`src/rtl/gate2_bist_ctrl.sv`:
```
// Exhaustive BIST controller for a 2-input combinational cell.
// Steps {A,B} through 00,01,10,11 for ITER passes, holds each vector SETTLE cycles,
// samples Y for one cycle and checks it against the TRUTH table.
module gate2_bist_ctrl #(
  parameter logic [3:0]  TRUTH  = 4'b0001,
  parameter int unsigned SETTLE = 2,
  parameter int unsigned ITER   = 1,
  parameter int unsigned ERRW   = 8
) (
  input  logic            CLK,
  input  logic            RST,
  input  logic            START,
  input  logic            Y,
  output logic            A,
  output logic            B,
  output logic            BUSY,
  output logic            DONE,
  output logic            PASS,
  output logic [ERRW-1:0] ERRCNT,
  output logic [1:0]      FAILVEC,
  output logic            FAILSEEN
);

  typedef enum logic [1:0] {StIdle, StApply, StSample, StFin} state_e;

  localparam logic [7:0]      SettleLast = 8'(SETTLE - 1);
  localparam logic [15:0]     IterLast   = 16'(ITER - 1);
  localparam logic [ERRW-1:0] ErrMax     = '1;

  state_e          state_q, state_d;
  logic [1:0]      v_q, v_d;
  logic [15:0]     pass_cnt_q, pass_cnt_d;
  logic [7:0]      settle_q, settle_d;
  logic            a_q, a_d, b_q, b_d;
  logic            busy_q, busy_d, done_q, done_d, pass_q, pass_d;
  logic [ERRW-1:0] errcnt_q, errcnt_d;
  logic [1:0]      failvec_q, failvec_d;
  logic            failseen_q, failseen_d;
  logic            mismatch;

  // Case equality so an X or Z on Y is reported as a mismatch in simulation.
  assign mismatch = !(Y === TRUTH[v_q]);

  // Next-state and registered-output logic for the test sequencer.
  always_comb begin
    state_d    = state_q;
    v_d        = v_q;
    pass_cnt_d = pass_cnt_q;
    settle_d   = settle_q;
    a_d        = a_q;
    b_d        = b_q;
    busy_d     = busy_q;
    done_d     = 1'b0;
    pass_d     = pass_q;
    errcnt_d   = errcnt_q;
    failvec_d  = failvec_q;
    failseen_d = failseen_q;

    unique case (state_q)
      StIdle: begin
        a_d    = 1'b0;
        b_d    = 1'b0;
        busy_d = 1'b0;
        if (START) begin
          state_d    = StApply;
          v_d        = 2'd0;
          pass_cnt_d = 16'd0;
          settle_d   = 8'd0;
          errcnt_d   = '0;
          failvec_d  = 2'd0;
          failseen_d = 1'b0;
          pass_d     = 1'b0;
          busy_d     = 1'b1;
        end
      end

      StApply: begin
        if (settle_q == SettleLast) begin
          settle_d = 8'd0;
          state_d  = StSample;
        end else begin
          settle_d = settle_q + 8'd1;
        end
      end

      StSample: begin
        if (mismatch) begin
          if (errcnt_q != ErrMax) errcnt_d = errcnt_q + 1'b1;
          if (!failseen_q) begin
            failseen_d = 1'b1;
            failvec_d  = v_q;
          end
        end
        if (v_q != 2'd3) begin
          v_d        = v_q + 2'd1;
          {a_d, b_d} = v_q + 2'd1;
          state_d    = StApply;
        end else if (pass_cnt_q != IterLast) begin
          v_d        = 2'd0;
          {a_d, b_d} = 2'd0;
          pass_cnt_d = pass_cnt_q + 16'd1;
          state_d    = StApply;
        end else begin
          // Uses errcnt_d so the final sample's verdict is included.
          state_d = StFin;
          done_d  = 1'b1;
          busy_d  = 1'b0;
          a_d     = 1'b0;
          b_d     = 1'b0;
          pass_d  = (errcnt_d == '0);
        end
      end

      StFin: begin
        state_d = StIdle;
      end

      default: state_d = StIdle;
    endcase
  end

  // State and output registers with synchronous reset.
  always_ff @(posedge CLK) begin
    if (RST) begin
      state_q    <= StIdle;
      v_q        <= 2'd0;
      pass_cnt_q <= 16'd0;
      settle_q   <= 8'd0;
      a_q        <= 1'b0;
      b_q        <= 1'b0;
      busy_q     <= 1'b0;
      done_q     <= 1'b0;
      pass_q     <= 1'b0;
      errcnt_q   <= '0;
      failvec_q  <= 2'd0;
      failseen_q <= 1'b0;
    end else begin
      state_q    <= state_d;
      v_q        <= v_d;
      pass_cnt_q <= pass_cnt_d;
      settle_q   <= settle_d;
      a_q        <= a_d;
      b_q        <= b_d;
      busy_q     <= busy_d;
      done_q     <= done_d;
      pass_q     <= pass_d;
      errcnt_q   <= errcnt_d;
      failvec_q  <= failvec_d;
      failseen_q <= failseen_d;
    end
  end

  assign A        = a_q;
  assign B        = b_q;
  assign BUSY     = busy_q;
  assign DONE     = done_q;
  assign PASS     = pass_q;
  assign ERRCNT   = errcnt_q;
  assign FAILVEC  = failvec_q;
  assign FAILSEEN = failseen_q;

endmodule

```
`config.mk`:
```
export PLATFORM = sky130hd
export DESIGN_NAME = gate2_bist_ctrl
export DESIGN_NICKNAME = d
export VERILOG_FILES = /design/src/rtl/gate2_bist_ctrl.sv
export SDC_FILE = /design/constraint.sdc
export NUM_CORES = 1
export LEC_CHECK = 0
export CELL_PAD_IN_SITES_DETAIL_PLACEMENT = 2
export CELL_PAD_IN_SITES_GLOBAL_PLACEMENT = 2
export CORE_MARGIN = 8
export CORE_UTILIZATION = 37
export CTS_CLUSTER_SIZE = 28
export DETAILED_ROUTE_END_ITERATION = 8
export GPL_TIMING_DRIVEN = 0
export HOLD_SLACK_MARGIN = 0.06
export MAX_ROUTING_LAYER = met4
export PLACE_DENSITY_LB_ADDON = 0.1
export REMOVE_ABC_BUFFERS = 1
export SYNTH_ARGS = -nofsm -noshare
export SYNTH_HDL_FRONTEND = slang
export SYNTH_SLANG_ARGS = --single-unit
```
`constraint.sdc`:
```
create_clock -name CLK -period 2.9 [get_ports CLK]
set_clock_uncertainty 0.05 [all_clocks]
set_input_delay 0.58 -clock CLK [delete_from_list [all_inputs] [get_ports CLK]]
set_output_delay 0.58 -clock CLK [all_outputs]
set_load 0.01 [all_outputs]
```
==> Yosys cells after proc, flatten, opt, wreduce, memory -nomap -nowiden <==
Index checks and enable logic that the tools add are counted.
{ "word_totals": {"regBits": 44, "in_bits": 4, "wordCells": 88} }
{ "op_classes": {"addsub": 4, "order_cmp": 1, "eq_ne": 15, "muxes": 40, "n_bitwise": 1, "n_reduce_logical": 15} }
{ "op_table": {"columns": ["cell", "n"], "rows": [
  ["16-bit two-way mux", 3],
  ["8-bit two-way mux", 5],
  ["16-bit case mux with 2 select lines", 1],
  ["8-bit case mux with 2 select lines", 2],
  ["2-bit two-way mux", 9],
  ["16-bit by 1-bit adder with 16-bit output (second input constant)", 1],
  ["8-bit by 1-bit adder with 8-bit output (second input constant)", 2],
  ["2-bit != test (second input constant)", 8],
  ["16-bit nonzero test", 1],
  ["4-bit AND reduction", 3],
  ["1-bit two-way mux", 11],
  ["1-bit case mux with 2 select lines", 5],
  ["3-bit AND reduction", 3],
  ["8-bit by 1-bit == test with 1-bit output (second input constant)", 1],
  ["8-bit zero test", 1],
  ["8-bit != test (second input constant)", 1],
  ["2-bit case mux with 2 select lines", 2],
  ["2-bit case mux with 4 select lines", 1],
  ["2-bit AND reduction", 3],
  ["2-bit == test (second input constant)", 2],
  ["2-bit nonzero test", 2],
  ["2-bit by 3-bit less-than comparator with 1-bit output (second input constant)", 1],
  ["3-bit != test (second input constant)", 1],
  ["3-bit OR reduction", 1],
  ["6 further kinds", 6]
]} }

==> Longest topological paths before layout <==
Gate-level depths: netlist of the first run.
{ "depth": {"ltp_word": 9, "ltp_mapped": 8, "depth_no_buf": 7} }

==> Least setup slack after synthesis of the first run <==
OpenSTA, ideal clock, no wires.
{ "synth_path": {"path_kind": "flip-flop to flip-flop", "startpoint": "reg settle_q[0]", "endpoint": "reg settle_q[7]", "arrival_time_ns": 1.671, "setup_slack_ns": 1.046, "path_stages_with_launch": 8, "path_cell_list": "dfxtp_1 ha_1 or4b_4 o41ai_4 buf_6 a31oi_1 o21ai_1 a21oi_1"} }
{ "synth_via": {"elab_chain_len": 3, "word_cells_on_any_way": 4, "cone_classes": "add/sub (1); eq/ne (1); mux (2)"} }
{ "synth_rtl": {"columns": ["item", "line", "source"], "rows": [
  ["from (decl)", "33", "logic [7:0] settle_q, settle_d;"],
  ["from (signal assigned)", "141", "settle_q <= settle_d;"],
  ["8-bit by 1-bit adder with 8-bit output or 8-bit by 1-bit == test with 1-bit output (tied branches)", "82, 78", null],
  ["8-bit two-way mux *", "78", "if (settle_q == SettleLast) begin"],
  ["8-bit case mux with 2 select lines *", "59", "unique case (state_q)"]
]} }
Every way passes the cells marked *; elsewhere a longest branch is shown, timed or not.
A chain may end at the register's enable or synchronous reset.

==> Worst setup path in the final report of the first run <==
{ "layout_path": {"startpoint": "reg settle_q[0]", "endpoint": "reg settle_q[3]"} }
Same word-level chain as after synthesis.

==> impl_metrics.csv, run 1 <==
group,metric,value,unit
synthesis,postSynthAreaPerCell,8.05,um2
synthesis,ys.flop_type,"dfxtp_1",
global_routing,grt_first_pass_wirelength,11300,um
setup_path,crit_family,"compound AO/OA/AOI/OAI gates",
final_layout,syn_to_final_growth,14.1,%
clock_tree,cts_buffers,5,
setup_path,crit_path_top_delay_cell,"o41ai_4",
routing,wl_met3,155,um
synthesis,yosys.area_share.simple,30.6,%
routing,dr.pass1.iters,4,
pwr,vdd_drop_max,0.000229,V
placement,io_buffers,19,
floorplan,rows,29,
final_layout,finalNetCount,310,
floorplan,dieArea,9080,um2
setup_path,cp.arrival,2.43,ns
synthesis,synthCells,289,
routing,wl_met2,3360,um
final_layout,final_cell_mix,"dfxtp_1, nor2_1, a21oi_1, clkdlybuf4s50_1, o21ai_1",
setup_path,path_max_fanout,16,
sta,rsz0062_at_grt,"false",
final_layout,diodes,0,
setup_path,critPathKind,"register to register",
routing,drt_iter0_markers,44,
clock_tree,clk_pin_slew_worst_paths,0.09,ns
placement,placed_cell_area,2540,um2
synthesis,yosys_warnings,0,
final_layout,drive_gt1_share,4.33,%
synthesis,synth_top_family_by_area,"simple AND/OR/NAND/NOR gates",
clock_tree,clock_sinks,44,
sta,max-slew-margin-rel,20.1,%
routing,via_per_inst,5.73,
setup_path,end_kind,"register",
min_path,hold_class,"register to register",
global_routing,grtUsageTotal,16.3,%
synthesis,synth_xor_area_share,4.14,%
synthesis,syn_area,2330,um2
sta,setup_viol,0,
final_layout,mostFrequentLayoutCell,"dfxtp_1",
synthesis,netlist-cell-type-count,47,
synthesis,synth-compound-area-share,18.7,%
routing,dr_total_vias,2160,
floorplan,die_w,95.3,um
sta,tns,0,ns
sta,worst_pin_slew,1.20,ns
routing,routed_wl,6630,um
pwr,leakage,0.886,nW
placement,dp_cells,369,
sta,slew_violations,0,
synthesis,yosysSeqAreaShare,37.9,%
routing,routedWlPerCell,17.6,um
routing,drt-met1-wl,3060,um
clock_tree,cts_buffer_depth,2,
clock_tree,cts_setup_buffers,0,
floorplan,die_y,95.3,um
floorplan,core_area,6200,um2
synthesis,synth_fa_ha_area_share,3.77,%
setup_path,crit_buf_inv,0,
placement,dp_hpwl,4800,um
setup_path,required,2.98,ns
sta,fin_crit_sh,81.0,%
setup_path,startpoint_type,"register",
global_routing,grt_max_degree,32,
setup_path,crit_path_max_incr_delay,0.68,ns
synthesis,muxShareOfSynthArea,0.861,%
global_routing,overflow,0,
synthesis,ys_seq_elements,44,
clock_tree,cts_tree,"yes",
sta,final.min_clock_period,2.35,ns
global_routing,antenna_found_initial,0,
clock_tree,cts_max_level,2,
floorplan,start_util,37.5,%
sta,max_freq,0.426,GHz
final_layout,final_cell_count_no_fill,377,
pwr,power_density,470,nW/um2
placement,place_congestion,0.761,
run_status,status,"complete, no violations",
setup_path,cp_cell_sequence,"ha_1, or4b_4, o41ai_4, nor2_1, o21ai_1, a21oi_1",
floorplan,boundaryPins,20,
routing,top_layer,"met4",
synthesis,synth_edf_count,0,
routing,drcViolationCount,0,
synthesis,async_flop_share,0,%
global_routing,grt_pass1_vias,2284,
clock_tree,cts_root_buffer,"clkbuf_8",
final_layout,fin_area,2650,um2
clock_tree,clock_latency,0.30,ns
flow_run,drv_cap,0,
routing,drtAntennaViolNets,0,
clock_tree,postCtsHoldBufs,0,
sta,hold_violations,0,
stage by stage:
step | utilization [%] | total power [mW] | hold slack (ns) | setup WS, ns
CTS | 42.7 | 1.27 | 0.439 | 0.00549
global placement | 41.0 | 0.786 | 0.408 | -0.312
detailed placement | 41.0 | 0.793 | 0.425 | -0.284
floorplan | - | 0.731 | 0.406 | 1.00
finish | 42.8 | 1.25 | 0.428 | 0.551
global route | 42.8 | 1.30 | 0.456 | 0.404
final cells by class:
cell class	instances	area, um2
Fill cell	698	3550
Multi-Input combinational cell	222	1350
Sequential cell	44	881
Timing Repair Buffer	19	193
Tap cell	77	96.3
Clock buffer	6	72.6
Clock inverter	2	35.0
Inverter	7	26.3
power by group:
| group | total (mW) | internal [mW] | switching (mW) |
|---|---|---|---|
| clock network | 0.471 | 0.256 | 0.215 |
| logic | 0.144 | 0.0504 | 0.0937 |
| registers | 0.632 | 0.613 | 0.0190 |
| total | 1.25 | 0.920 | 0.328 |
sequential cells by signal (all words and copies together), names as in the netlist:
name and count:
pass_cnt_q 16, BUSY 1, FAILVEC 2, B 1, FAILSEEN 1, DONE 1
A 1, settle_q 8, v_q 2, PASS 1, ERRCNT 8, state_q 2
layer usage:
metal,vias to the layer above,track usage (%)
met1,1071,18.8
met5,-,-
li1,1069,-
met4,0,4.16
met3,5,2.83
met2,15,28.4
tightest hold or removal path: stages, from the launching register on:
cell      delay, ns
dfxtp_1        0.32
nand2b_1       0.06
a21oi_1        0.05
path summary, 6_finish.rpt:
kind	from	to	slack, ns	depth (start not counted)
hold / removal	FAILVEC[1]	FAILVEC[1]	0.43	2
setup / recovery	settle_q[0]	settle_q[3]	0.55	6
setup reg to reg	settle_q[0]	settle_q[3]	0.55	6
hold reg to reg	FAILVEC[1]	FAILVEC[1]	0.43	2
synth_stat cells, types with 2 or more instances:
cell	count	area [um2]
ha_1	7	87.6
xnor2_1	3	26.3
inv_1	7	26.3
nand4_1	11	68.8
xor2_1	8	70.1
and3_1	8	50.1
nor2b_1	5	31.3
or3_1	10	62.6
mux2i_1	2	20.0
nor4_1	2	12.5
a31oi_1	2	12.5
o21ai_0	7	35.0
nor3_2	2	20.0
nor3_1	9	45.0
or3b_1	4	35.0
a22oi_1	3	22.5
nand3_1	15	75.1
a32oi_1	2	17.5
nor4b_1	3	26.3
o211ai_1	2	15.0
and4_1	2	17.5
nand2_1	10	37.5
o21ai_1	17	85.1
nand2b_1	5	31.3
a21oi_1	31	155
dfxtp_1	44	881
nor2_1	35	131
clkbuf_1	14	52.6
repair_timing:
action                                  4_1_cts  5_1_grt
endpoints found under the setup margin        0        1
resized for setup                             0        1
endpoints found under the hold margin         0        0
kinds of logic after synthesis:
| group | count (synthesis) |
|---|---|
| muxes | 2 |
| buffers and inverters | 23 |
| DFF | 44 |
| and+or+nand+nor | 129 |
| adders and majority gates | 7 |
| xor gates and xnor gates | 11 |
| AOI/OAI and AO/OA | 73 |
(Power assumes the default switching activity.)
==> run 2, diff against run 1 <==
- CORE_UTILIZATION: 37 -> 34
- clock period: 2.9 -> 2.3 ns (I/O delays scaled with it)
==> run 2 against run 1 <==
  * First-iteration DRC count grew 11%
  * Die area rose by 7.3%
  * Power rose by 28%
  * Combinational power rose by 32%
  * Highest routed layer unchanged
  * Largest cell class unchanged
  * Critical endpoint is now PASS
  * Non-clock buffer count increased by 2
  * Register-to-register slack got worse by 0.38 ns
==> impl_metrics.csv, run 2 (synthesis results as in run 1) <==
group,metric,value,unit
run_status,status,"complete, no violations",
floorplan,dieArea,9740,um2
clock_tree,cts_buffer_depth,2,
placement,dp_hpwl,4800,um
setup_path,critPathKind,"register to register",
routing,via_per_inst,5.74,
setup_path,crit_path_top_delay_cell,"dfxtp_1",
clock_tree,cts_max_level,2,
sta,worst_slack,0.171,ns
sta,fin_crit_sh,92.6,%
global_routing,gr-max-usage-layer,"met2",
routing,drt_iter0_markers,49,
sta,worst_pin_slew,0.928,ns
final_layout,regMostFlops,"pass_cnt_q",
final_layout,mostFrequentLayoutCell,"dfxtp_1",
sta,max-slew-margin-rel,37.9,%
global_routing,grt_max_degree,32,
clock_tree,cts_buffers,5,
floorplan,core_area,6720,um2
placement,placed_cell_area,2550,um2
min_path,hold_class,"register to register",
sta,max_freq,0.470,GHz
sta,setup_viol,0,
setup_path,crit_cells,7,
placement,place_congestion,0.762,
pwr,power_density,597,nW/um2
clock_tree,clk_pin_slew_worst_paths,0.09,ns
clock_tree,clock_sinks,44,
final_layout,syn_to_final_growth,15.4,%
sta,rsz0062_at_grt,"false",
setup_path,path_max_fanout,6,
final_layout,finalNetCount,312,
routing,drcViolationCount,0,
final_layout,largest_reg_flops,16,
global_routing,grtUsageTotal,15.4,%
final_layout,final_cell_mix,"dfxtp_1, nor2_1, a21oi_1, clkdlybuf4s50_1, o21ai_1",
global_routing,grt_first_pass_wirelength,12000,um
setup_path,crit_buf_inv,1,
floorplan,start_util,34.6,%
routing,drtAntennaViolNets,0,
global_routing,use_met2,25.8,%
routing,dr_total_vias,2194,
pwr,p_total,1.60,mW
final_layout,fin_util,39.9,%
floorplan,boundaryPins,20,
global_routing,overflow,0,
min_path,holdPathStages,2,
final_layout,drive_gt1_share,6.29,%
setup_path,required,2.49,ns
floorplan,rows,30,
setup_path,cp_cell_sequence,"inv_1, ha_1, xnor2_1, nor2_1, or3_1, a21o_1, o21ai_1",
clock_tree,cts_root_buffer,"clkbuf_8",
sta,final.min_clock_period,2.13,ns
routing,routedWlPerCell,18.0,um
sta,slew_violations,0,
setup_path,r2r_cells,7,
sta,holdWs,0.426,ns
global_routing,grt_util_met3,2.96,%
setup_path,crit_path_max_incr_delay,0.42,ns
pwr,vdd_drop_max,0.000252,V
sta,hold_violations,0,
routing,routed_wl,6860,um
floorplan,die_y,98.7,um
floorplan,die_w,98.7,um
final_layout,diodes,0,
final_layout,fin_area,2680,um2
setup_path,crit_family,"simple AND/OR/NAND/NOR gates",
routing,dr.pass1.iters,4,
clock_tree,clock_latency,0.31,ns
pwr,leakage,0.889,nW
setup_path,end_kind,"register",
global_routing,grt_use_met1,18.5,%
setup_path,startpoint_type,"register",
clock_tree,cts_tree,"yes",
global_routing,grt_pass1_vias,2365,
placement,dp_worst_setup_slack,-0.807,ns
clock_tree,postCtsHoldBufs,0,
flow_run,drv_cap,0,
global_routing,antenna_found_initial,0,
setup_path,cp.arrival,2.32,ns
placement,io_buffers,19,
[run 2: cell count changes in the layout (fill, tap and decap cells not counted), sizes merged]
cell | previous run | this run
dlymetal6s2s | 1 | 0
clkdlybuf4s15 | 0 | 1
buf | 0 | 2
[run 2: path summary, 6_finish.rpt]
path	startpoint	endpoint	slack [ns]
hold / removal	FAILVEC[1]	FAILVEC[1]	0.43
setup / recovery	v_q[0]	PASS	0.17
setup reg to reg	v_q[0]	PASS	0.17
hold reg to reg	FAILVEC[1]	FAILVEC[1]	0.43
[run 2: stage by stage]
stage | cells | TNS [ns]
2_1_floorplan | 273 | 0
3_3_place_gp | 372 | -7.59
3_5_place_dp | 372 | -7.89
4_1_cts | 380 | 0
5_1_grt | 382 | 0
6_report | 382 | 0
[run 2: power by group]
group	switching [mW]	leakage, nW	total, mW	internal [mW]
Sequential	0.0233	0.356	0.797	0.774
Combinational	0.120	0.478	0.190	0.0699
Clock	0.292	0.0552	0.615	0.323
Total	0.435	0.889	1.60	1.17
[run 2: worst min-delay path, delay by kind of cell, from the launching register on]
kind | cells | cell delay, ns
DFF | 1 | 0.32
and+or+nand+nor | 1 | 0.07
AOI/OAI and AO/OA | 1 | 0.05
[run 2: layout make-up]
type	count	area, um2
flip-flops and latches	44	882
well taps	80	100
fillers	794	4040
inverters	7	26.3
clock inverters	2	35.0
repair buffers	21	206
multi-input cells	222	1360
clock buffers	6	72.6
[run 2: repair_timing]
action                                 in CTS  in global routing
pin swaps                                   0                  1
setup endpoints to repair                  16                 15
resized for setup                           3                  3
cloned                                      0                  0
endpoints found under the hold margin       0                  0
setup buffers                               0                  2
[run 2: metal layers]
| layer | share of wire, % | vias up |
|---|---|---|
| li1 | - | 1071 |
| met1 | 48 | 1098 |
| met2 | 49 | 19 |
| met3 | 2.2 | 6 |
| met4 | 1.2 | 0 |
| met5 | 0 | - |
==> run 3, diff against run 2 <==
- CAP_MARGIN: default -> 25
==> run 3 against run 2 <==
  * Register-to-register slack worse by 0.03 ns
  * First-iteration DRC count rose by 6.1%
  * Via count is essentially flat
  * Hold slack improved by 0.00079 ns
  * Sequential cell count unchanged
  * Non-clock buffer count grew 2
  * Fmax is 1.5% lower
  * Global-route usage shrank 0.078 points
  * Power about the same
  * Die area is the same
  * Clock power decreased by 1%
  * Critical path type unchanged
  * Critical endpoint unchanged
==> impl_metrics.csv, run 3 (synthesis results as in run 1) <==
group,metric,value,unit
setup_path,path_max_fanout,6,
floorplan,die_y,98.7,um
final_layout,mostFrequentLayoutCell,"dfxtp_1",
clock_tree,clk_pin_slew_worst_paths,0.09,ns
clock_tree,cts_buffers,5,
final_layout,finalNetCount,314,
setup_path,cp.arrival,2.34,ns
clock_tree,clock_sinks,44,
sta,max-slew-margin-rel,37.4,%
clock_tree,clock_latency,0.30,ns
setup_path,r2r_slack,0.14,ns
sta,slew_violations,0,
sta,rsz0062_at_grt,"false",
min_path,holdPathStages,2,
final_layout,syn_to_final_growth,16.9,%
min_path,hold_class,"register to register",
setup_path,r2r_cells,7,
pwr,vdd_drop_max,0.000245,V
setup_path,critPathKind,"register to register",
floorplan,core_area,6720,um2
min_path,hold_end,"FAILVEC[1]",
global_routing,grtUsageTotal,15.4,%
routing,drt_iter0_markers,52,
sta,final.min_clock_period,2.16,ns
placement,dp_hpwl,4900,um
routing,routedWlPerCell,18.0,um
min_path,hold_start,"FAILVEC[1]",
final_layout,drive_gt1_share,6.58,%
setup_path,r2r-end,"PASS",
placement,place_congestion,0.762,
sta,tns,0,ns
floorplan,boundaryPins,20,
routing,dr_total_vias,2195,
sta,setup_viol,0,
sta,worst_pin_slew,0.936,ns
sta,hold_violations,0,
final_layout,final_cell_mix,"dfxtp_1, nor2_1, a21oi_1, clkdlybuf4s50_1, o21ai_1",
global_routing,grt_pass1_vias,2340,
global_routing,grt_max_degree,22,
global_routing,antenna_found_initial,0,
clock_tree,cts_tree,"yes",
run_status,status,"complete, no violations",
setup_path,startpoint_type,"register",
routing,routed_wl,6910,um
placement,placed_cell_area,2570,um2
floorplan,die_w,98.7,um
routing,via_per_inst,5.72,
final_layout,fin_area,2720,um2
clock_tree,cts_root_buffer,"clkbuf_8",
pwr,power_density,590,nW/um2
floorplan,dieArea,9740,um2
routing,dr.pass1.iters,4,
setup_path,reg2reg_from,"v_q[0]",
routing,drcViolationCount,0,
placement,io_buffers,19,
sta,max_freq,0.463,GHz
floorplan,start_util,34.6,%
pwr,leakage,0.908,nW
sta,fin_crit_sh,94.0,%
global_routing,overflow,0,
setup_path,required,2.48,ns
floorplan,rows,30,
routing,drtAntennaViolNets,0,
final_layout,regMostFlops,"pass_cnt_q",
clock_tree,postCtsHoldBufs,0,
clock_tree,cts_buffer_depth,2,
final_layout,largest_reg_flops,16,
clock_tree,cts_max_level,2,
global_routing,grt_first_pass_wirelength,11900,um
flow_run,drv_cap,0,
setup_path,end_kind,"register",
final_layout,diodes,0,
[run 3: timing repair]
action / 4_1_cts / 5_1_grt
pin swaps: 0 / 1
buffers inserted: 0 / 3
gates resized for setup: 2 / 2
endpoints found under the setup margin: 1 / 13
[run 3: cell type report]
| cell class | instances | area, um2 |
|---|---|---|
| sequential | 44 | 881 |
| clock inverter | 2 | 35.0 |
| clock buffer | 6 | 72.6 |
| multi-input combinational | 222 | 1370 |
| tap | 80 | 100 |
| timing repair buffer | 23 | 239 |
| inverter | 7 | 26.3 |
| fill | 772 | 4000 |
[run 3: worst max-delay path by stage]
stage           startpoint              to  slack (ns)  cells past startpoint
3_5_place_dp           RST  pass_cnt_q[14]       -0.50                      5
3_3_place_gp           RST  pass_cnt_q[14]       -0.80                      4
6_report            v_q[0]            PASS        0.14                      7
2_1_floorplan  settle_q[0]     settle_q[3]        0.40                      6
5_1_grt         state_q[0]  pass_cnt_q[10]        0.02                      5
4_1_cts        settle_q[0]     settle_q[3]        0.04                      6
[run 3: critical path: stages (launching register included)]
cell     delay [ns]
dfxtp_1        0.43
inv_1          0.10
ha_1           0.26
xnor2_1        0.41
nor2_1         0.20
or3_1          0.34
a21o_1         0.18
o21ai_1        0.13
[run 3: metrics by stage]
stage          hold slack (ns)  std cells  util, %  total power, mW  setup WS, ns
2_1_floorplan            0.406        273        -            0.922         0.401
3_3_place_gp             0.408        372     37.9            0.994        -0.796
3_5_place_dp             0.420        373     38.3             1.00        -0.499
4_1_cts                  0.436        381     39.9             1.62        0.0373
5_1_grt                  0.470        384     40.5             1.69        0.0162
6_report                 0.427        384     40.5             1.60         0.139
[run 3: metal layers]
metal	GRT usage (%)	up-vias	part of all wire, %
met5	-	-	0
met4	4.01	0	0.85
met3	2.96	4	2.2
met2	25.9	18	50
met1	18.4	1100	47
li1	-	1073	-
[run 3: power breakdown]
| group | leakage [nW] | internal [mW] | total [mW] | switching (mW) |
|---|---|---|---|---|
| registers | 0.355 | 0.773 | 0.797 | 0.0238 |
| logic | 0.497 | 0.0770 | 0.199 | 0.122 |
| clock network | 0.0552 | 0.323 | 0.607 | 0.284 |
| total | 0.908 | 1.17 | 1.60 | 0.430 |
